--- config.mk ---
export PLATFORM = sky130hd
export DESIGN_NAME = redmule_x_feeder
export DESIGN_NICKNAME = d
export VERILOG_FILES = /design/src/rtl/redmule_pkg.sv /design/src/rtl/redmule_x_fifo.sv /design/src/rtl/redmule_x_feeder.sv
export SDC_FILE = /design/constraint.sdc
export NUM_CORES = 1
export LEC_CHECK = 0
export CORE_MARGIN = 2
export CORE_UTILIZATION = 25
export CTS_CLUSTER_SIZE = 25
export DETAILED_ROUTE_END_ITERATION = 8
export GPL_TIMING_DRIVEN = 0
export SYNTH_ARGS = -nofsm -noshare
export SYNTH_HDL_FRONTEND = slang
export SYNTH_SLANG_ARGS = --single-unit
--- constraint.sdc ---
create_clock -name clk_i -period 10.6 [get_ports clk_i]
set_clock_uncertainty 0.2 [all_clocks]
set_input_delay 1.06 -clock clk_i [delete_from_list [all_inputs] [get_ports clk_i]]
set_output_delay 1.06 -clock clk_i [all_outputs]
set_load 0.02 [all_outputs]
--- src/rtl/redmule_pkg.sv ---
// Shared types for the RedMulE X-operand feeder: element formats and status flags.
package redmule_pkg;

    typedef enum logic [2:0] {
        FP32    = 3'd0,
        FP64    = 3'd1,
        FP16    = 3'd2,
        FP8     = 3'd3,
        FP16ALT = 3'd4
    } fp_format_e;

    typedef struct packed {
        logic busy;
        logic done;
    } x_feeder_flgs_t;

    function automatic int unsigned fp_width(fp_format_e fmt);
        case (fmt)
            FP32:    return 32;
            FP64:    return 64;
            FP8:     return 8;
            default: return 16;
        endcase
    endfunction

endpackage

--- src/rtl/redmule_x_fifo.sv ---
// Small power-of-two FIFO holding X beats; pointers carry an extra wrap bit for full/empty.
module redmule_x_fifo #(
    parameter int unsigned DW    = 288,
    parameter int unsigned Depth = 4
) (
    input  logic          clk_i,
    input  logic          rst_ni,
    input  logic          clear_i,
    input  logic          push_i,
    input  logic [DW-1:0] data_i,
    input  logic          pop_i,
    output logic [DW-1:0] head_o,
    output logic          full_o,
    output logic          empty_o
);

    localparam int unsigned AW = $clog2(Depth);

    logic [AW:0]   wptr_q, wptr_d, rptr_q, rptr_d;
    logic [DW-1:0] mem_q [Depth];
    logic          do_push, do_pop;

    assign empty_o = (wptr_q == rptr_q);
    assign full_o  = (wptr_q[AW] != rptr_q[AW]) && (wptr_q[AW-1:0] == rptr_q[AW-1:0]);
    assign do_pop  = pop_i && !empty_o;
    // A push into a full FIFO is fine when the head leaves in the same cycle.
    assign do_push = push_i && (!full_o || do_pop);
    assign head_o  = mem_q[rptr_q[AW-1:0]];

    always_comb begin
        wptr_d = wptr_q;
        rptr_d = rptr_q;
        if (clear_i) begin
            wptr_d = '0;
            rptr_d = '0;
        end else begin
            if (do_push) wptr_d = wptr_q + (AW+1)'(1);
            if (do_pop)  rptr_d = rptr_q + (AW+1)'(1);
        end
    end

    always_ff @(posedge clk_i or negedge rst_ni) begin
        if (!rst_ni) begin
            wptr_q <= '0;
            rptr_q <= '0;
        end else begin
            wptr_q <= wptr_d;
            rptr_q <= rptr_d;
        end
    end

    always_ff @(posedge clk_i) begin
        if (do_push && !clear_i) mem_q[wptr_q[AW-1:0]] <= data_i;
    end

endmodule

--- src/rtl/redmule_x_feeder.sv ---
// Streams X beats into the X buffer through a FIFO, zero-padding unused elements of a job's last beat.
module redmule_x_feeder
    import redmule_pkg::*;
#(
    parameter int unsigned DW       = 288,
    parameter fp_format_e  FpFormat = FP16,
    parameter int unsigned Depth    = 4,
    localparam int unsigned BITW    = fp_width(FpFormat),
    localparam int unsigned NELEM   = DW / BITW,
    localparam int unsigned LW      = $clog2(NELEM) + 1
) (
    input  logic           clk_i,
    input  logic           rst_ni,
    input  logic           clear_i,
    input  logic           start_i,
    input  logic [15:0]    n_beats_i,
    input  logic [LW-1:0]  lftovr_i,
    input  logic [DW-1:0]  stream_data_i,
    input  logic           stream_valid_i,
    output logic           stream_ready_o,
    input  logic           buf_full_i,
    output logic           load_o,
    output logic [DW-1:0]  x_data_o,
    output x_feeder_flgs_t flags_o
);

    localparam logic IDLE = 1'b0;
    localparam logic RUN  = 1'b1;

    logic          state_q, state_d;
    logic [15:0]   n_beats_q, n_beats_d;
    logic [LW-1:0] lftovr_q, lftovr_d;
    logic [15:0]   acc_cnt_q, acc_cnt_d;
    logic [15:0]   iss_cnt_q, iss_cnt_d;
    logic          done_q, done_d;

    logic          fifo_full, fifo_empty, accept, last_beat;
    logic [DW-1:0] fifo_head, masked;

    redmule_x_fifo #(
        .DW    (DW),
        .Depth (Depth)
    ) i_fifo (
        .clk_i   (clk_i),
        .rst_ni  (rst_ni),
        .clear_i (clear_i),
        .push_i  (accept),
        .data_i  (stream_data_i),
        .pop_i   (load_o),
        .head_o  (fifo_head),
        .full_o  (fifo_full),
        .empty_o (fifo_empty)
    );

    assign stream_ready_o = (state_q == RUN) && !fifo_full && (acc_cnt_q != n_beats_q);
    assign accept         = stream_valid_i && stream_ready_o;
    assign load_o         = (state_q == RUN) && !fifo_empty && !buf_full_i;
    assign last_beat      = (iss_cnt_q == n_beats_q - 16'd1);

    always_comb begin
        masked = fifo_head;
        if (last_beat && (lftovr_q != '0)) begin
            for (int i = 0; i < NELEM; i++) begin
                if (LW'(i) >= lftovr_q) masked[i*BITW +: BITW] = '0;
            end
        end
    end

    assign x_data_o = load_o ? masked : '0;
    assign flags_o  = {state_q == RUN, done_q};

    always_comb begin
        state_d   = state_q;
        n_beats_d = n_beats_q;
        lftovr_d  = lftovr_q;
        acc_cnt_d = acc_cnt_q;
        iss_cnt_d = iss_cnt_q;
        done_d    = 1'b0;
        if (clear_i) begin
            state_d   = IDLE;
            acc_cnt_d = '0;
            iss_cnt_d = '0;
        end else if (state_q == IDLE) begin
            if (start_i) begin
                n_beats_d = n_beats_i;
                lftovr_d  = lftovr_i;
                acc_cnt_d = '0;
                iss_cnt_d = '0;
                // An empty job completes immediately without entering RUN.
                if (n_beats_i == 16'd0) done_d  = 1'b1;
                else                    state_d = RUN;
            end
        end else begin
            if (accept) acc_cnt_d = acc_cnt_q + 16'd1;
            if (load_o) begin
                iss_cnt_d = iss_cnt_q + 16'd1;
                if (last_beat) begin
                    state_d = IDLE;
                    done_d  = 1'b1;
                end
            end
        end
    end

    always_ff @(posedge clk_i or negedge rst_ni) begin
        if (!rst_ni) begin
            state_q   <= IDLE;
            n_beats_q <= '0;
            lftovr_q  <= '0;
            acc_cnt_q <= '0;
            iss_cnt_q <= '0;
            done_q    <= 1'b0;
        end else begin
            state_q   <= state_d;
            n_beats_q <= n_beats_d;
            lftovr_q  <= lftovr_d;
            acc_cnt_q <= acc_cnt_d;
            iss_cnt_q <= iss_cnt_d;
            done_q    <= done_d;
        end
    end

endmodule

==> flow_summary_export.csv <==
group,metric,value,unit
timing,finalCriticalPeriod,6.94,ns
logic_synthesis,syn_nets,2937,
timing,hold_viol_final,0,
global_route,grt_pass1_vias,28137,
floorplan,fp.dieH,444,um
critical_path,cp-end-kind,"primary output",
critical_path,worstSetupStartpointType,"register",
logic_synthesis,ys.flop_type,"edfxtp_1",
logic_synthesis,synth-async-reset-ratio,0.0511,
clock_network,cts.path.max_buffers,3,
clock_network,cts_buffers,136,
critical_path,crit_buf_inv,6,
critical_path,crit_family,"buffers and inverters",
logic_synthesis,ys_seq_elements,1214,
logic_synthesis,syn_avg_cell_area,18.5,um2
placement,dp_hpwl,105000,um
route,ant_nets,0,
logic_synthesis,syn_area,48300,um2
floorplan,coreArea,192000,um2
clock_network,insertion_delay,0.78,ns
route,wl_per_cell,24.3,um
power,peakVddDrop,0.136,mV
floorplan,die_x,444,um
logic_synthesis,synth.distinct_cells,55,
global_route,grt_usage,0.147,
clock_network,ctsResizeCount,0,
finish,layout-drive-gt1-share,0.166,
timing,relSlewSlack,0.105,
route,dr.pass1.iters,5,
route,wl,147000,um
route,viasPerCell,4.57,
logic_synthesis,yosysWarnings,0,
logic_synthesis,synth_edf_count,1152,
clock_network,postCtsSetupBuffers,0,
floorplan,num_rows,161,
floorplan,io_pins,608,
timing,worst_pin_slew,1.34,ns
placement,place_inst,5777,
placement,place.gp.congestion,0.815,
finish,layout_commonest_cell,"edfxtp_1",
logic_synthesis,ys_seq_area_frac,0.748,
critical_path,critPathMaxFanout,10,
critical_path,critPathKind,"reg -> out",
clock_network,cts_sinks,1214,
finish,final_cells,6058,
clock_network,cts-hold-fix-buffers,0,
floorplan,dieArea,197000,um2
critical_path,cpPeakStageDelay,1.06,ns
critical_path,worstPathRequired,9.34,ns
finish,final_nets,3714,
logic_synthesis,synthCells,2613,
floorplan,start_util,0.251,
timing,finalSetupTns,0,ns
job,drv_cap,0,
clock_network,cts-root-buf,"clkbuf_16",
clock_network,cts.clk_slew.worst_paths,0.06,ns
power,leakage,19.3,nW
timing,drv_slew,0,
finish,syn_to_final_growth,30.0,%
critical_path,path_cells,"clkbuf_1 > inv_1 > ha_1 > or3b_1 > clkbuf_1 > nor2_1 > o31ai_1 > nand3b_1 > clkbuf_1 > a21oi_1 > clkbuf_1 > a21oi_1 > clkdlybuf4s50_1",
clock_network,cts_max_level,4,
timing,fmax,0.144,GHz
timing,setup_viol,0,
outcome,status,"finished, final reports clean",
global_route,antenna_found_initial,56,
global_route,grt_pass1_wl,207000,um
finish,n_fill_cell,18417,
route,vias,27712,
critical_path,crit_path_top_delay_cell,"a21oi_1",
timing,grt_setup_unrepaired,"no",
power,powerDensity,169,nW/um2
finish,final_cell_mix,"edfxtp_1, clkdlybuf4s50_1, nand2_1",
worst_hold_path,min_path_type,"in -> async",
timing,min_period_over_period,0.654,
route,first_iter_violations,1976,
placement,io_buffer_count,606,
route,drc,0,
global_route,grt_overflow,0,
global_route,grt_max_degree,63,
critical_path,path_common_cell,"clkbuf_1",
clock_network,cts_tree,"yes",
critical_path,crit_arrival,5.68,ns
synth_stat cells, types with 5 or more instances:
master	instances	area (um2)
edfxtp_1	1152	34600
nand2_1	302	1130
mux4_2	288	6490
a21oi_1	273	1370
clkbuf_1	117	439
dfrtp_1	62	1550
a31oi_1	36	225
nor2_1	35	131
xor2_1	33	289
buf_1	31	116
buf_2	27	135
and2_1	24	150
xnor2_1	23	201
mux2_2	19	214
nand3_1	19	95.1
o21ai_0	19	95.1
or3_1	17	106
nor4_1	16	100
nand4_1	14	87.6
nor3_1	11	55.1
or4_1	11	82.6
inv_1	9	33.8
ha_1	8	100
buf_4	7	52.6
mux2i_1	5	50.1
o211ai_1	5	37.5
o31ai_1	5	37.5
kinds of logic (layout without fill, tap and decap cells):
family,count (synthesis),after routing,synth area share
flip-flops,1214,1214,0.748
AND/OR/NAND/NOR,473,473,0.0438
AO/OA/AOI/OAI,359,359,0.0402
multiplexers,312,312,0.140
buffers and inverters,191,1075,0.0161
XOR/XNOR,56,56,0.0101
adder cells (fa/ha/maj),8,8,0.00207
other,0,35,0
final cells by class:
cell class	instances	area [um2]	area share
flip-flops and latches	1214	36100	0.575
plain buffers	182	747	0.0119
well taps	2526	3160	0.0503
clock inverters	85	764	0.0122
diodes	35	87.6	0.00139
clock buffers	160	3570	0.0568
inverters	9	33.8	0.000538
repair buffers	639	6880	0.109
multi-input cells	1208	11400	0.182
flip-flops by register name, summed over array words and instances, names as in the netlist:
| name | cells |
|---|---|
| state_q | 1 |
| n_beats_q | 16 |
| i_fifo.mem_q | 1152 |
| iss_cnt_q | 16 |
| lftovr_q | 6 |
| i_fifo.rptr_q | 3 |
| acc_cnt_q | 16 |
| done_q | 1 |
| i_fifo.wptr_q | 3 |
worst paths after layout:
kind | start | to | slack, ns | depth (start not counted)
max reg2reg | n_beats_q[4]$_DFFE_PN0P_ | i_fifo.mem_q[1][139]$_DFFE_PP_ | 6.37 | 12
min reg2reg | acc_cnt_q[15]$_DFFE_PN0P_ | acc_cnt_q[15]$_DFFE_PN0P_ | 0.36 | 2
min in group clk_i | acc_cnt_q[15]$_DFFE_PN0P_ | acc_cnt_q[15]$_DFFE_PN0P_ | 0.36 | 2
max | n_beats_q[0]$_DFFE_PN0P_ | x_data_o[207] | 3.66 | 13
max in group asynchronous | rst_ni | lftovr_q[3]$_DFFE_PN0P_ | 9.47 | 1
min | rst_ni | acc_cnt_q[9]$_DFFE_PN0P_ | 0.17 | 1
layer usage:
layer  part of all wire  wire, um  track usage
met5            0.00018        26            0
met4              0.051      7510       0.0793
met3              0.041      6030       0.0263
met2               0.53     77500        0.258
met1               0.38     56100        0.169
power breakdown:
group,switching [mW],internal (mW),leakage [nW]
sequential,0.0281,5.31,11.2
combinational,0.393,0.300,6.03
clock,1.94,2.64,2.11
worst reg2reg max path, stage by stage, from the launching register on:
cell,delay [ns]
dfrtp_1,0.33
clkbuf_1,0.39
xor2_1,0.19
nor4_1,0.07
nand4_1,0.19
nand3_1,0.28
nor2_1,0.31
and2_4,0.34
buf_16,0.29
buf_16,0.31
buf_16,0.28
buf_16,0.39
buf_16,0.29
through the flow:
step	hold slack, ns	setup slack, ns	power, mW	util	cell area, um2
final	0.175	3.66	10.6	0.327	62800
after global routing	0.200	3.27	11.0	0.326	62800
after CTS	0.146	3.52	10.8	0.326	62700
after detailed placement	0.353	3.59	6.15	0.304	58400
after global placement	0.340	-5.73	6.15	0.299	57600
after floorplan	0.325	1.57	5.78	-	48300
No activity file was read; power rests on OpenSTA's default activity.
